==> src/rtl/data_packer_pkg.sv <==
// Shared types and constants for the data_packer trace stage.
package data_packer_pkg;

  localparam int unsigned N          = 8;
  localparam int unsigned DATA_WIDTH = 32;
  localparam int unsigned MAX_CHAINS = 4;
  localparam int unsigned CHAIN_W    = $clog2(MAX_CHAINS);
  localparam int unsigned IDX_W      = $clog2(N);
  localparam int unsigned LANES_W    = $clog2(N) + 1;

  // Firmware mode byte bit positions
  localparam int unsigned MODE_SCALAR_BIT = 0;
  localparam int unsigned MODE_FLUSH_BIT  = 1;

  typedef logic [DATA_WIDTH-1:0] lane_t;
  typedef logic [7:0]            mode_t;
  typedef lane_t [N-1:0]         vec_t;

endpackage

==> src/rtl/data_packer_if.sv <==
// Vector stream bus between the ALU, the packer and the trace buffer.
interface data_packer_if;
  import data_packer_pkg::*;

  logic               valid_in;
  logic [1:0]         eof_in;
  logic [1:0]         bof_in;
  logic [CHAIN_W-1:0] chainId_in;
  vec_t               vector_in;

  vec_t               vector_out;
  logic               valid_out;
  logic [CHAIN_W-1:0] chainId_out;
  logic [1:0]         eof_out;
  logic [LANES_W-1:0] lanes_out;

  modport slave (
    input  valid_in, eof_in, bof_in, chainId_in, vector_in,
    output vector_out, valid_out, chainId_out, eof_out, lanes_out
  );

  modport master (
    output valid_in, eof_in, bof_in, chainId_in, vector_in,
    input  vector_out, valid_out, chainId_out, eof_out, lanes_out
  );

endinterface

==> src/rtl/data_packer_config_byte_loader.sv <==
// Sequential firmware byte loader: consecutive bytes addressed to CONFIG_ID
// fill a register array in order; extra bytes are ignored.
module config_byte_loader #(
  parameter int unsigned NUM_REGS  = 4,
  parameter logic [7:0]  CONFIG_ID = 8'd0
) (
  input  logic                     clk,
  input  logic                     rst_n,
  input  logic                     enable_i,
  input  logic [7:0]               config_id_i,
  input  logic [7:0]               config_data_i,
  output logic [NUM_REGS-1:0][7:0] regs_o
);

  localparam int unsigned REG_IDX_W = (NUM_REGS > 1) ? $clog2(NUM_REGS) : 1;

  logic [7:0]               cnt_q, cnt_d;
  logic [NUM_REGS-1:0][7:0] regs_q, regs_d;

  // Next-state: write addressed byte, advance saturating counter, else rewind
  always_comb begin
    cnt_d  = '0;
    regs_d = regs_q;
    if (enable_i && (config_id_i == CONFIG_ID)) begin
      if (32'(cnt_q) < NUM_REGS) begin
        regs_d[cnt_q[REG_IDX_W-1:0]] = config_data_i;
      end
      cnt_d = (cnt_q == 8'hFF) ? cnt_q : cnt_q + 8'd1;
    end
  end

  // State registers
  always_ff @(posedge clk or negedge rst_n) begin
    if (!rst_n) begin
      cnt_q  <= '0;
      regs_q <= '0;
    end else begin
      cnt_q  <= cnt_d;
      regs_q <= regs_d;
    end
  end

  assign regs_o = regs_q;

endmodule

==> src/rtl/data_packer.sv <==
// Trace-path packer: passes whole ALU vectors or packs lane 0 of successive
// vectors into dense N-lane words, per firmware-selected chain mode.
// Optional drop counter enabled by macro DATA_PACKER_DROP_CNT_EN.
module data_packer
  import data_packer_pkg::*;
#(
  parameter logic [7:0] PERSONAL_CONFIG_ID = 8'd0
) (
  input  logic              clk,
  input  logic              rst_n,
  input  logic              tracing,
  input  logic [7:0]        configId,
  input  logic [7:0]        configData,
  data_packer_if.slave      bus
`ifdef DATA_PACKER_DROP_CNT_EN
  ,
  output logic [15:0]       drop_count
`endif
);

  mode_t [MAX_CHAINS-1:0] modes;

  config_byte_loader #(
    .NUM_REGS  (MAX_CHAINS),
    .CONFIG_ID (PERSONAL_CONFIG_ID)
  ) u_loader (
    .clk           (clk),
    .rst_n         (rst_n),
    .enable_i      (!tracing),
    .config_id_i   (configId),
    .config_data_i (configData),
    .regs_o        (modes)
  );

  vec_t               buf_q, buf_d;
  logic [LANES_W-1:0] fill_q, fill_d, new_fill;
  logic [CHAIN_W-1:0] pack_chain_q, pack_chain_d;
  logic [1:0]         pack_eof_q, pack_eof_d;

  logic               emit, drop;
  vec_t               emit_buf;
  logic [LANES_W-1:0] emit_lanes;
  logic [CHAIN_W-1:0] emit_chain;
  logic [1:0]         emit_eof;
  mode_t              mode;

  vec_t               vec_q, vec_d;
  logic               valid_q;
  logic [CHAIN_W-1:0] chain_q;
  logic [1:0]         eof_q;
  logic [LANES_W-1:0] lanes_q;

  // Pack/pass decision; a chain switch emits the old partial and keeps the
  // new scalar buffered even if it carries a flush eof (one word per cycle)
  always_comb begin
    buf_d        = buf_q;
    fill_d       = fill_q;
    pack_chain_d = pack_chain_q;
    pack_eof_d   = pack_eof_q;
    emit         = 1'b0;
    emit_buf     = buf_q;
    emit_lanes   = '0;
    emit_chain   = '0;
    emit_eof     = '0;
    drop         = 1'b0;
    mode         = modes[bus.chainId_in];
    new_fill     = fill_q + LANES_W'(1);
    if (!tracing) begin
      fill_d = '0;
    end else if (bus.valid_in) begin
      if (!mode[MODE_SCALAR_BIT]) begin
        emit       = 1'b1;
        emit_buf   = bus.vector_in;
        emit_lanes = LANES_W'(N);
        emit_chain = bus.chainId_in;
        emit_eof   = bus.eof_in;
        if (fill_q != '0) begin
          drop   = 1'b1;
          fill_d = '0;
        end
      end else if ((fill_q != '0) && (bus.chainId_in != pack_chain_q)) begin
        emit         = 1'b1;
        emit_buf     = buf_q;
        emit_lanes   = fill_q;
        emit_chain   = pack_chain_q;
        emit_eof     = pack_eof_q;
        buf_d[0]     = bus.vector_in[0];
        fill_d       = LANES_W'(1);
        pack_chain_d = bus.chainId_in;
        pack_eof_d   = bus.eof_in;
      end else begin
        buf_d[fill_q[IDX_W-1:0]] = bus.vector_in[0];
        pack_chain_d = bus.chainId_in;
        pack_eof_d   = bus.eof_in;
        if ((new_fill == LANES_W'(N)) || (mode[MODE_FLUSH_BIT] && bus.eof_in[0])) begin
          emit       = 1'b1;
          emit_buf   = buf_d;
          emit_lanes = new_fill;
          emit_chain = bus.chainId_in;
          emit_eof   = bus.eof_in;
          fill_d     = '0;
        end else begin
          fill_d = new_fill;
        end
      end
    end
  end

  // Zero every lane beyond the meaningful count
  always_comb begin
    vec_d = '0;
    for (int i = 0; i < int'(N); i++) begin
      if (emit && (LANES_W'(i) < emit_lanes)) begin
        vec_d[i] = emit_buf[i];
      end
    end
  end

  // Pack state and registered outputs
  always_ff @(posedge clk or negedge rst_n) begin
    if (!rst_n) begin
      buf_q        <= '0;
      fill_q       <= '0;
      pack_chain_q <= '0;
      pack_eof_q   <= '0;
      vec_q        <= '0;
      valid_q      <= 1'b0;
      chain_q      <= '0;
      eof_q        <= '0;
      lanes_q      <= '0;
    end else begin
      buf_q        <= buf_d;
      fill_q       <= fill_d;
      pack_chain_q <= pack_chain_d;
      pack_eof_q   <= pack_eof_d;
      vec_q        <= vec_d;
      valid_q      <= emit;
      chain_q      <= emit_chain;
      eof_q        <= emit_eof;
      lanes_q      <= emit_lanes;
    end
  end

  assign bus.vector_out  = vec_q;
  assign bus.valid_out   = valid_q;
  assign bus.chainId_out = chain_q;
  assign bus.eof_out     = eof_q;
  assign bus.lanes_out   = lanes_q;

`ifdef DATA_PACKER_DROP_CNT_EN
  logic        tracing_q;
  logic [15:0] drop_cnt_q;

  // Saturating count of partial packs discarded by pass vectors in trace mode
  always_ff @(posedge clk or negedge rst_n) begin
    if (!rst_n) begin
      tracing_q  <= 1'b0;
      drop_cnt_q <= '0;
    end else begin
      tracing_q <= tracing;
      if (tracing && !tracing_q) begin
        drop_cnt_q <= '0;
      end else if (drop && (drop_cnt_q != 16'hFFFF)) begin
        drop_cnt_q <= drop_cnt_q + 16'd1;
      end
    end
  end

  assign drop_count = drop_cnt_q;
`else
  logic unused_drop;
  assign unused_drop = drop;
`endif

  // bof is carried on the bus but not needed here; mode bits 7:2 are reserved
  logic unused_bits;
  assign unused_bits = ^{bus.bof_in, modes};

endmodule

==> src/flat_wrapper.sv <==
// flat-port wrapper written by rule: the top's interface ports become plain ports
module data_packer_flat import data_packer_pkg::*;
#(
  parameter logic [7:0] PERSONAL_CONFIG_ID = 8'd0
)
  (clk, rst_n, tracing, configId, configData, bus_valid_in, bus_eof_in, bus_bof_in, bus_chainId_in, bus_vector_in, bus_vector_out, bus_valid_out, bus_chainId_out, bus_eof_out, bus_lanes_out);
  data_packer_if bus_i ();
  input  logic clk;
  input  logic rst_n;
  input  logic tracing;
  input  logic [7:0] configId;
  input  logic [7:0] configData;
  input wire logic [$bits(bus_i.valid_in)-1:0] bus_valid_in;
  input wire logic [$bits(bus_i.eof_in)-1:0] bus_eof_in;
  input wire logic [$bits(bus_i.bof_in)-1:0] bus_bof_in;
  input wire logic [$bits(bus_i.chainId_in)-1:0] bus_chainId_in;
  input wire logic [$bits(bus_i.vector_in)-1:0] bus_vector_in;
  output wire logic [$bits(bus_i.vector_out)-1:0] bus_vector_out;
  output wire logic [$bits(bus_i.valid_out)-1:0] bus_valid_out;
  output wire logic [$bits(bus_i.chainId_out)-1:0] bus_chainId_out;
  output wire logic [$bits(bus_i.eof_out)-1:0] bus_eof_out;
  output wire logic [$bits(bus_i.lanes_out)-1:0] bus_lanes_out;
  assign bus_i.valid_in = bus_valid_in;
  assign bus_i.eof_in = bus_eof_in;
  assign bus_i.bof_in = bus_bof_in;
  assign bus_i.chainId_in = bus_chainId_in;
  assign bus_i.vector_in = bus_vector_in;
  assign bus_vector_out = bus_i.vector_out;
  assign bus_valid_out = bus_i.valid_out;
  assign bus_chainId_out = bus_i.chainId_out;
  assign bus_eof_out = bus_i.eof_out;
  assign bus_lanes_out = bus_i.lanes_out;
  data_packer #(.PERSONAL_CONFIG_ID(PERSONAL_CONFIG_ID)) u_core (.clk(clk), .rst_n(rst_n), .tracing(tracing), .configId(configId), .configData(configData), .bus(bus_i));
endmodule
==> config.mk <==
export PLATFORM = sky130hd
export DESIGN_NAME = data_packer_flat
export DESIGN_NICKNAME = d
export VERILOG_FILES = /design/src/rtl/data_packer_pkg.sv /design/src/rtl/data_packer_if.sv /design/src/rtl/data_packer_config_byte_loader.sv /design/src/rtl/data_packer.sv /design/src/flat_wrapper.sv
export SDC_FILE = /design/constraint.sdc
export NUM_CORES = 1
export LEC_CHECK = 0
export BUFFER_PORTS_ARGS = -buffer_cell sky130_fd_sc_hd__buf_4
export CAP_MARGIN = 20
export CORE_MARGIN = 5
export CORE_UTILIZATION = 49
export DETAILED_ROUTE_END_ITERATION = 10
export HOLD_SLACK_MARGIN = 0.1
export PLACE_DENSITY = 0.73
export SLEW_MARGIN = 20
export SYNTH_ARGS = -nofsm -noshare
export SYNTH_HDL_FRONTEND = slang
export SYNTH_SLANG_ARGS = --single-unit
export TNS_END_PERCENT = 5
==> constraint.sdc <==
create_clock -name clk -period 5.6 [get_ports clk]
set_input_delay 0.56 -clock clk [delete_from_list [all_inputs] [get_ports clk]]
set_output_delay 0.56 -clock clk [all_outputs]
set_load 0.005 [all_outputs]
==> summary.md, run 1 <==
| Metric | Value |
|---|---|
| Clk buf depth | 3 |
| Largest net degree at the start of global routing | 178 |
| Grt ovf | 0 |
| Worst setup startpoint | u_core.fill_q[0]$_DFFE_PN0P_ |
| Final worst path period share | 72.8% |
| CTS clk-pin slew, worst paths | 0.06 ns |
| Clock latency on the worst-skew pair | 0.60 ns |
| Combinational fraction of design power | 7.9% |
| Die area | 54400 sq um |
| Chip height | 233 um |
| Worst Path Arrival | 4.50 ns |
| Max VDD drop | 204 uV |
| CTS-repair resized insts | 0 |
| Top FF cell, synth | dfrtp_1 |
| Violated checks | DRC |
| IO Pins | 547 |
| Area grow syn2layout | 26.6% |
| ANT nets after route | 0 |
| Number of buffers created by CTS | 57 |
| Post-Syn Area | 24400 sq um |
| Slew @ Worst Pin | 1.10 ns |
| Area of the multi-input gates | 10200 sq um |
| Clock skew | 0.0138 ns |
| Worst EP required | 6.02 ns |
| DP Wirelength | 54000 um |
| Crit path max-delay cell type | o21ai_4 |
| Switching share of total power | 23.4% |
| Async set-reset flop share out of synthesis | 100% |
| # DRC | 1 |
| CORE AREA | 49200 sq um |
| Slowest stage delay, CP | 0.82 ns |
| Fillers | 3773 |
| Max-cap violations | 0 |
| Register share of total power | 47.9% |
| Syn Area/Cell | 12.7 sq um |
| Unique cell type count in the Yosys netlist | 55 |
| CP max FO | 65 |
| Register Area | 13600 sq um |
| Bufs and invs on worst path | 2 |
| Delay-heaviest family, CP | compound AO/OA/AOI/OAI gates |
| Final nets | 2643 |
| # Post-CTS Setup Buffers | 0 |
| Endpoints failing setup | 0 |
| Switching pwr | 1.96 mW |
| Layout cell share with drive strength beyond 1 | 47.0% |
| EDFF count, synth | 0 |
| Area contributors post-synth | dfrtp_1, mux2_2, a222oi_1, mux2i_1, nor3_1 |
| Clk sinks | 545 |
| Cells after synthesis | 1923 |
| Static Leak | 15.5 nW |
| Final wirelength | 83500 um |
| Via density | 6.30 |
| Synth area leader | dfrtp_1 |
| CTS tree | done |
| 1st-pass router iterations | 11 |
| Critical path type | flop to flop |
| WL/cell | 27.2 um |
| Tot Pwr | 8.40 mW |
| RSZ-0062 raised after global routing | no |
| GPL Wtd Cong | 0.858 |
| Pint | 6.43 mW |
| R2R Path Start | u_core.fill_q[0]$_DFFE_PN0P_ |
| CP Capture Type | flop |
| Hold Path Class | primary input to flop |
| Final Slew Violations | 0 |
| Slew headroom | 26.6% |
| Initial antenna violation count | 10 |
| Run status | finished, violations left |
| Most frequent cell after synthesis | dfrtp_1 |
| Global-route wire length before repair | 124000 um |
| Fmax achieved | 245 MHz |
| Gr usage total | 29.8% |
| First DRT Iteration DRCs | 2518 |
| Row cnt | 81 |
| I/O Buffers | 538 |
| Post-synth top cells | dfrtp_1, mux2_2, a222oi_1 |
| Seq/Total Area, Yosys | 55.8% |
| Vias | 19300 |
| Count of final hold-check violations | 0 |
| TNS Setup | 0 ns |
| Number of global-route vias before repair | 20000 |
| #FFs+latches synth | 545 |
| Final WS setup | 1.52 ns |
| Min cycle time layout | 4.08 ns |
| Min-delay src | bus_eof_in[1] |
| Worst path cell trace | clkinv_1, ha_1, or3b_1, o21a_1, a311o_1, o21ai_2, o21ai_4, buf_12, nor3_1 |
| CP startpoint kind | flop |
| Power per Cell Area | 271 nW/um^2 |
| Chip Width | 233 um |
| Initial Util | 49.7% |
| H-tree Lvls | 2 |
| Final Util | 63.0% |
| Clock power share | 44.2% |
| Yosys warnings | 0 |
| Pre-CTS WS | 1.56 ns |
| Clk root buf | clkbuf_16 |
| Synth top area share | 55.8% |
| Synthesized Nets | 2212 |
-- cell families (layout without fill, tap and decap cells) --
family / count (synthesis) / count (layout) / synth area share, %
XOR/XNOR: 8 / 8 / 0.287
adder cells (fa/ha/maj): 7 / 7 / 0.358
multiplexers: 510 / 510 / 23.2
AND/OR/NAND/NOR: 380 / 380 / 6.92
flip-flops: 545 / 545 / 55.8
AO/OA/AOI/OAI: 264 / 264 / 10.1
other: 0 / 10 / 0
buffers and inverters: 209 / 681 / 3.38
-- final timing paths --
path                                                        end  cells past startpoint  slack (ns)
setup / recovery           u_core.bus.vector_out[156]$_DFF_PN0_                      9        1.52
setup reg to reg           u_core.bus.vector_out[156]$_DFF_PN0_                      9        1.52
max in group asynchronous         u_core.buf_q[203]$_DFFE_PN0P_                      3        3.53
hold reg to reg                u_core.pack_eof_q[0]$_DFFE_PN0P_                      2        0.47
min in group asynchronous          u_core.buf_q[26]$_DFFE_PN0P_                      2        0.61
hold / removal                 u_core.pack_eof_q[1]$_DFFE_PN0P_                      3        0.19
-- placed cells by master (no fill, tap or decap), drive strengths merged, types with 10 or more instances in the layout --
cell type	netlist	layout
buf	48	571
diode	0	10
clkinv	1	13
mux2	441	441
nand3	11	11
clkbuf	153	82
nand2	58	58
a211oi	32	32
mux2i	68	68
o21ai	12	12
dfrtp	545	545
a222oi	177	177
a311oi	15	15
nor2	151	151
nor3	136	136
-- cell type report --
type	instances	share of cell area, %
antenna	10	0.0808
clock inverter	19	0.679
sequential	545	44.1
tap	664	2.68
timing repair buffer	573	14.4
multi-input combinational	1169	32.9
inverter	8	0.0970
clock buffer	81	5.16
-- flip-flops by register name, indices dropped and copies added (netlist names) --
signal                  cells
u_core.u_loader.cnt_q       8
u_core.bus.lanes_out        4
u_core.pack_chain_q         2
u_core.buf_q              256
u_core.bus.valid_out        1
u_core.fill_q               4
u_core.bus.chainId_out      2
u_core.bus.vector_out     256
u_core.pack_eof_q           2
u_core.u_loader.regs_o      8
u_core.bus.eof_out          2
-- power by group through the flow --
stage	logic [mW]	registers, mW	clock network, mW
2_1_floorplan	0.217	4.09	0
3_3_place_gp	0.652	4.09	0
3_5_place_dp	0.662	4.09	0
4_1_cts	0.667	4.02	3.76
5_1_grt	0.715	4.02	3.93
6_report	0.666	4.02	3.71
-- layer usage --
metal,track usage (%),part of all wire (%),vias up
met4,14.7,5.0,4
met2,47.8,48,1098
li1,-,-,8167
met3,7.26,9.8,221
met1,38.1,37,9846
met5,0,0.041,-
-- worst reg2reg max path: cells and delay by family, from the launching register on --
| kind | cells | cell delay [ns] |
|---|---|---|
| compound gates | 4 | 1.79 |
| flops | 1 | 0.64 |
| fa+ha+maj | 1 | 0.30 |
| simple gates | 2 | 0.38 |
| buf+inv | 2 | 0.80 |
-- stage by stage --
step / hold WS (ns) / cells / instance area (sq um)
2_1_floorplan: 0.264 / 1923 / 24400
3_3_place_gp: 0.458 / 2955 / 29100
3_5_place_dp: 0.457 / 2957 / 29100
4_1_cts: 0.155 / 3058 / 30900
5_1_grt: 0.186 / 3066 / 30900
6_report: 0.188 / 3069 / 31000
-- repair_timing --
action,in CTS,in global routing
hold buffers,1,0
setup endpoints to repair,0,0
hold endpoints to repair,109,0
(Power assumes the default switching activity.)
==> run 2: changes to the inputs <==
--- a/config.mk
+++ b/config.mk
@@ -5,13 +5,14 @@
 export SDC_FILE = /design/constraint.sdc
 export NUM_CORES = 1
 export LEC_CHECK = 0
+export ABC_AREA = 1
 export BUFFER_PORTS_ARGS = -buffer_cell sky130_fd_sc_hd__buf_4
 export CAP_MARGIN = 20
 export CORE_MARGIN = 5
 export CORE_UTILIZATION = 49
 export DETAILED_ROUTE_END_ITERATION = 10
 export HOLD_SLACK_MARGIN = 0.1
-export PLACE_DENSITY = 0.73
+export PLACE_DENSITY = 0.72
 export SLEW_MARGIN = 20
 export SYNTH_ARGS = -nofsm -noshare
 export SYNTH_HDL_FRONTEND = slang
==> constraint.sdc (replaced) <==
create_clock -name clk -period 3.8 [get_ports clk]
set_input_delay 0.38 -clock clk [delete_from_list [all_inputs] [get_ports clk]]
set_output_delay 0.38 -clock clk [all_outputs]
set_load 0.005 [all_outputs]
==> summary.md, run 2 <==
| Metric | Value |
|---|---|
| Switching pwr | 4.98 mW |
| Largest net degree at the start of global routing | 172 |
| Register Area | 13600 sq um |
| Clk sinks | 545 |
| IO Pins | 547 |
| TNS Setup | 0 ns |
| 1st-pass router iterations | 6 |
| Clock skew | 0.0173 ns |
| Number of global-route vias before repair | 27400 |
| Max VDD drop | 371 uV |
| Number of buffers created by CTS | 60 |
| Endpoints failing setup | 0 |
| CP startpoint kind | flop |
| Initial antenna violation count | 14 |
| CTS clk-pin slew, worst paths | 0.06 ns |
| Combinational fraction of design power | 20.0% |
| R2R Path Start | u_core.fill_q[0]$_DFFE_PN0P_ |
| Synthesized Nets | 4410 |
| I/O Buffers | 538 |
| H-tree Lvls | 2 |
| Chip height | 255 um |
| Static Leak | 18.4 nW |
| Clk buf depth | 3 |
| Global-route wire length before repair | 166000 um |
| Final Cell Area | 36500 sq um |
| CTS tree | done |
| Post-Syn Area | 29500 sq um |
| Final nets | 4818 |
| GPL Wtd Cong | 0.874 |
| Chip Width | 255 um |
| Clock latency on the worst-skew pair | 0.62 ns |
| # DRC | 0 |
| Power per Cell Area | 452 nW/um^2 |
| Post-synthesis xor/xnor area fraction | 0.0594% |
| Min cycle time layout | 3.17 ns |
| Row cnt | 90 |
| Unique cell type count in the Yosys netlist | 36 |
| Switching share of total power | 30.2% |
| Fillers | 5400 |
| Area of the multi-input gates | 13400 sq um |
| Commonest cells after routing, fill and taps aside | nand2_1, o21ai_0, buf_4, dfrtp_1, nor2_1 |
| Largest family of logic cells by synthesized area | simple AND/OR/NAND/NOR gates |
| Gr usage total | 32.3% |
| Layout cell share with drive strength beyond 1 | 17.3% |
| Worst EP required | 4.33 ns |
| Die area | 65200 sq um |
| Max-cap violations | 0 |
| Area contributors post-synth | dfrtp_1, nand2_1, o21ai_0, a21oi_1, nor2_1 |
| Area grow syn2layout | 23.9% |
| Worst Path Arrival | 3.70 ns |
| Final Slew Violations | 0 |
| Commonest non-fill, non-tap cell in the layout | nand2_1 |
| CTS-repair resized insts | 0 |
| CP Capture Type | flop |
| First DRT Iteration DRCs | 3475 |
| EDFF count, synth | 0 |
| Yosys warnings | 0 |
| Min-delay src | bus_vector_in[70] |
| Most frequent cell after synthesis | nand2_1 |
| Vias | 29900 |
| Top FF cell, synth | dfrtp_1 |
| Synth Area in Adders | 0.297% |
| Hold Path Class | primary input to flop |
| ANT nets after route | 0 |
| RSZ-0062 raised after global routing | no |
| Post-synth top cells | nand2_1, o21ai_0, dfrtp_1 |
| Final worst path period share | 83.4% |
| Initial Util | 49.1% |
| WL/cell | 20.5 um |
| Slew headroom | 23.4% |
| Async set-reset flop share out of synthesis | 100% |
| Post-Synth Simple-Gate Area | 24.5% |
| Fmax achieved | 316 MHz |
| Pint | 11.5 mW |
| Count of final hold-check violations | 0 |
| Via density | 5.57 |
| Compound-Gate Fraction of Synth Area | 20.4% |
| Worst setup startpoint | u_core.fill_q[0]$_DFFE_PN0P_ |
| Slew @ Worst Pin | 1.15 ns |
| Syn Area/Cell | 7.16 sq um |
| Clock power share | 38.1% |
| CP max FO | 32 |
| Synth area leader | dfrtp_1 |
| Grt ovf | 0 |
| CORE AREA | 60000 sq um |
| Critical path type | flop to flop |
| Run status | finished, final reports clean |
| #FFs+latches synth | 545 |
| Register share of total power | 41.9% |
| Placed instance area | 33800 sq um |
| Post-synthesis mux area share | 0% |
| Cells after synthesis | 4121 |
| Synth top area share | 46.2% |
| Clk root buf | clkbuf_16 |
| Final wirelength | 110000 um |
| Seq/Total Area, Yosys | 46.2% |
| DP Wirelength | 67700 um |
-- run 2: cell types whose count changed after synthesis, moves of 249 or more --
cell / previous run / this run
a21oi_1: 4 / 310
inv_1: 7 / 282
mux2_2: 438 / 0
nand2_1: 58 / 1224
nor2_1: 151 / 400
o21ai_0: 9 / 631
-- run 2: critical path, stage by stage, from the launching register on --
cell and delay, ns:
dfrtp_1 0.62, inv_2 0.20, ha_1 0.24, nand3_1 0.14, nand2_4 0.23, o21ai_1 0.21, inv_1 0.05, nand2_1 0.11
nand2_4 0.07, nand2_4 0.09, buf_4 0.30, nand2_2 0.52, nor2_1 0.27
-- run 2: logic make-up after synthesis --
family | after synthesis
xor+xnor | 2
buf+inv | 599
fa+ha+maj | 7
compound gates | 1142
simple gates | 1826
flops | 545
-- run 2: layout make-up --
type | count | share of cell area, %
flip-flops and latches | 545 | 37.3
repair buffers | 653 | 14.4
multi-input cells | 2977 | 36.7
diodes | 8 | 0.0548
clock buffers | 83 | 4.76
clock inverters | 26 | 0.993
well taps | 782 | 2.68
inverters | 292 | 3.07
-- run 2: repair_timing --
action	4_1_cts	5_1_grt
setup buffers	0	0
endpoints found under the hold margin	167	0
hold buffers	62	0
-- run 2: per-stage QoR --
stage                     worst slack, ns  std cells  power (mW)  util, %  hold slack, ns
final                               0.631       5366        16.5     60.9           0.115
after CTS                           0.697       5358        16.5     60.8           0.100
after floorplan                      1.82       4121        8.91        -          0.0844
after global routing                0.339       5364        17.3     60.9           0.131
after global placement              0.837       5187        10.1     56.3           0.484
after detailed placement            0.721       5187        10.2     56.3           0.490
-- run 2: per-layer routing --
layer | global-route usage (%) | wire, um | vias to the layer above
met1 | 43.9 | 44100 | 14000
li1 | - | - | 14100
met2 | 50.1 | 50200 | 1517
met5 | 0 | 13 | -
met4 | 14.7 | 5570 | 2
met3 | 6.74 | 10300 | 257
-- run 2: worst paths after layout --
kind	cells past startpoint	endpoint	slack, ns
min in group asynchronous	2	u_core.bus.vector_out[210]$_DFF_PN0_	0.46
max in group asynchronous	3	u_core.buf_q[148]$_DFFE_PN0P_	2.34
worst max-delay path	12	u_core.bus.vector_out[213]$_DFF_PN0_	0.63
worst min register to register	2	u_core.u_loader.regs_o[0]$_DFFE_PN0P_	0.50
worst min-delay path	5	u_core.bus.vector_out[70]$_DFF_PN0_	0.12
worst max register to register	12	u_core.bus.vector_out[213]$_DFF_PN0_	0.63
-- run 2: power by group through the flow --
stage | sequential (mW) | clock [mW] | combinational [mW]
CTS | 6.90 | 6.35 | 3.27
global route | 6.99 | 6.60 | 3.73
floorplan | 6.89 | 0 | 2.02
finish | 6.92 | 6.30 | 3.30
detailed placement | 6.99 | 0 | 3.19
global placement | 6.98 | 0 | 3.13
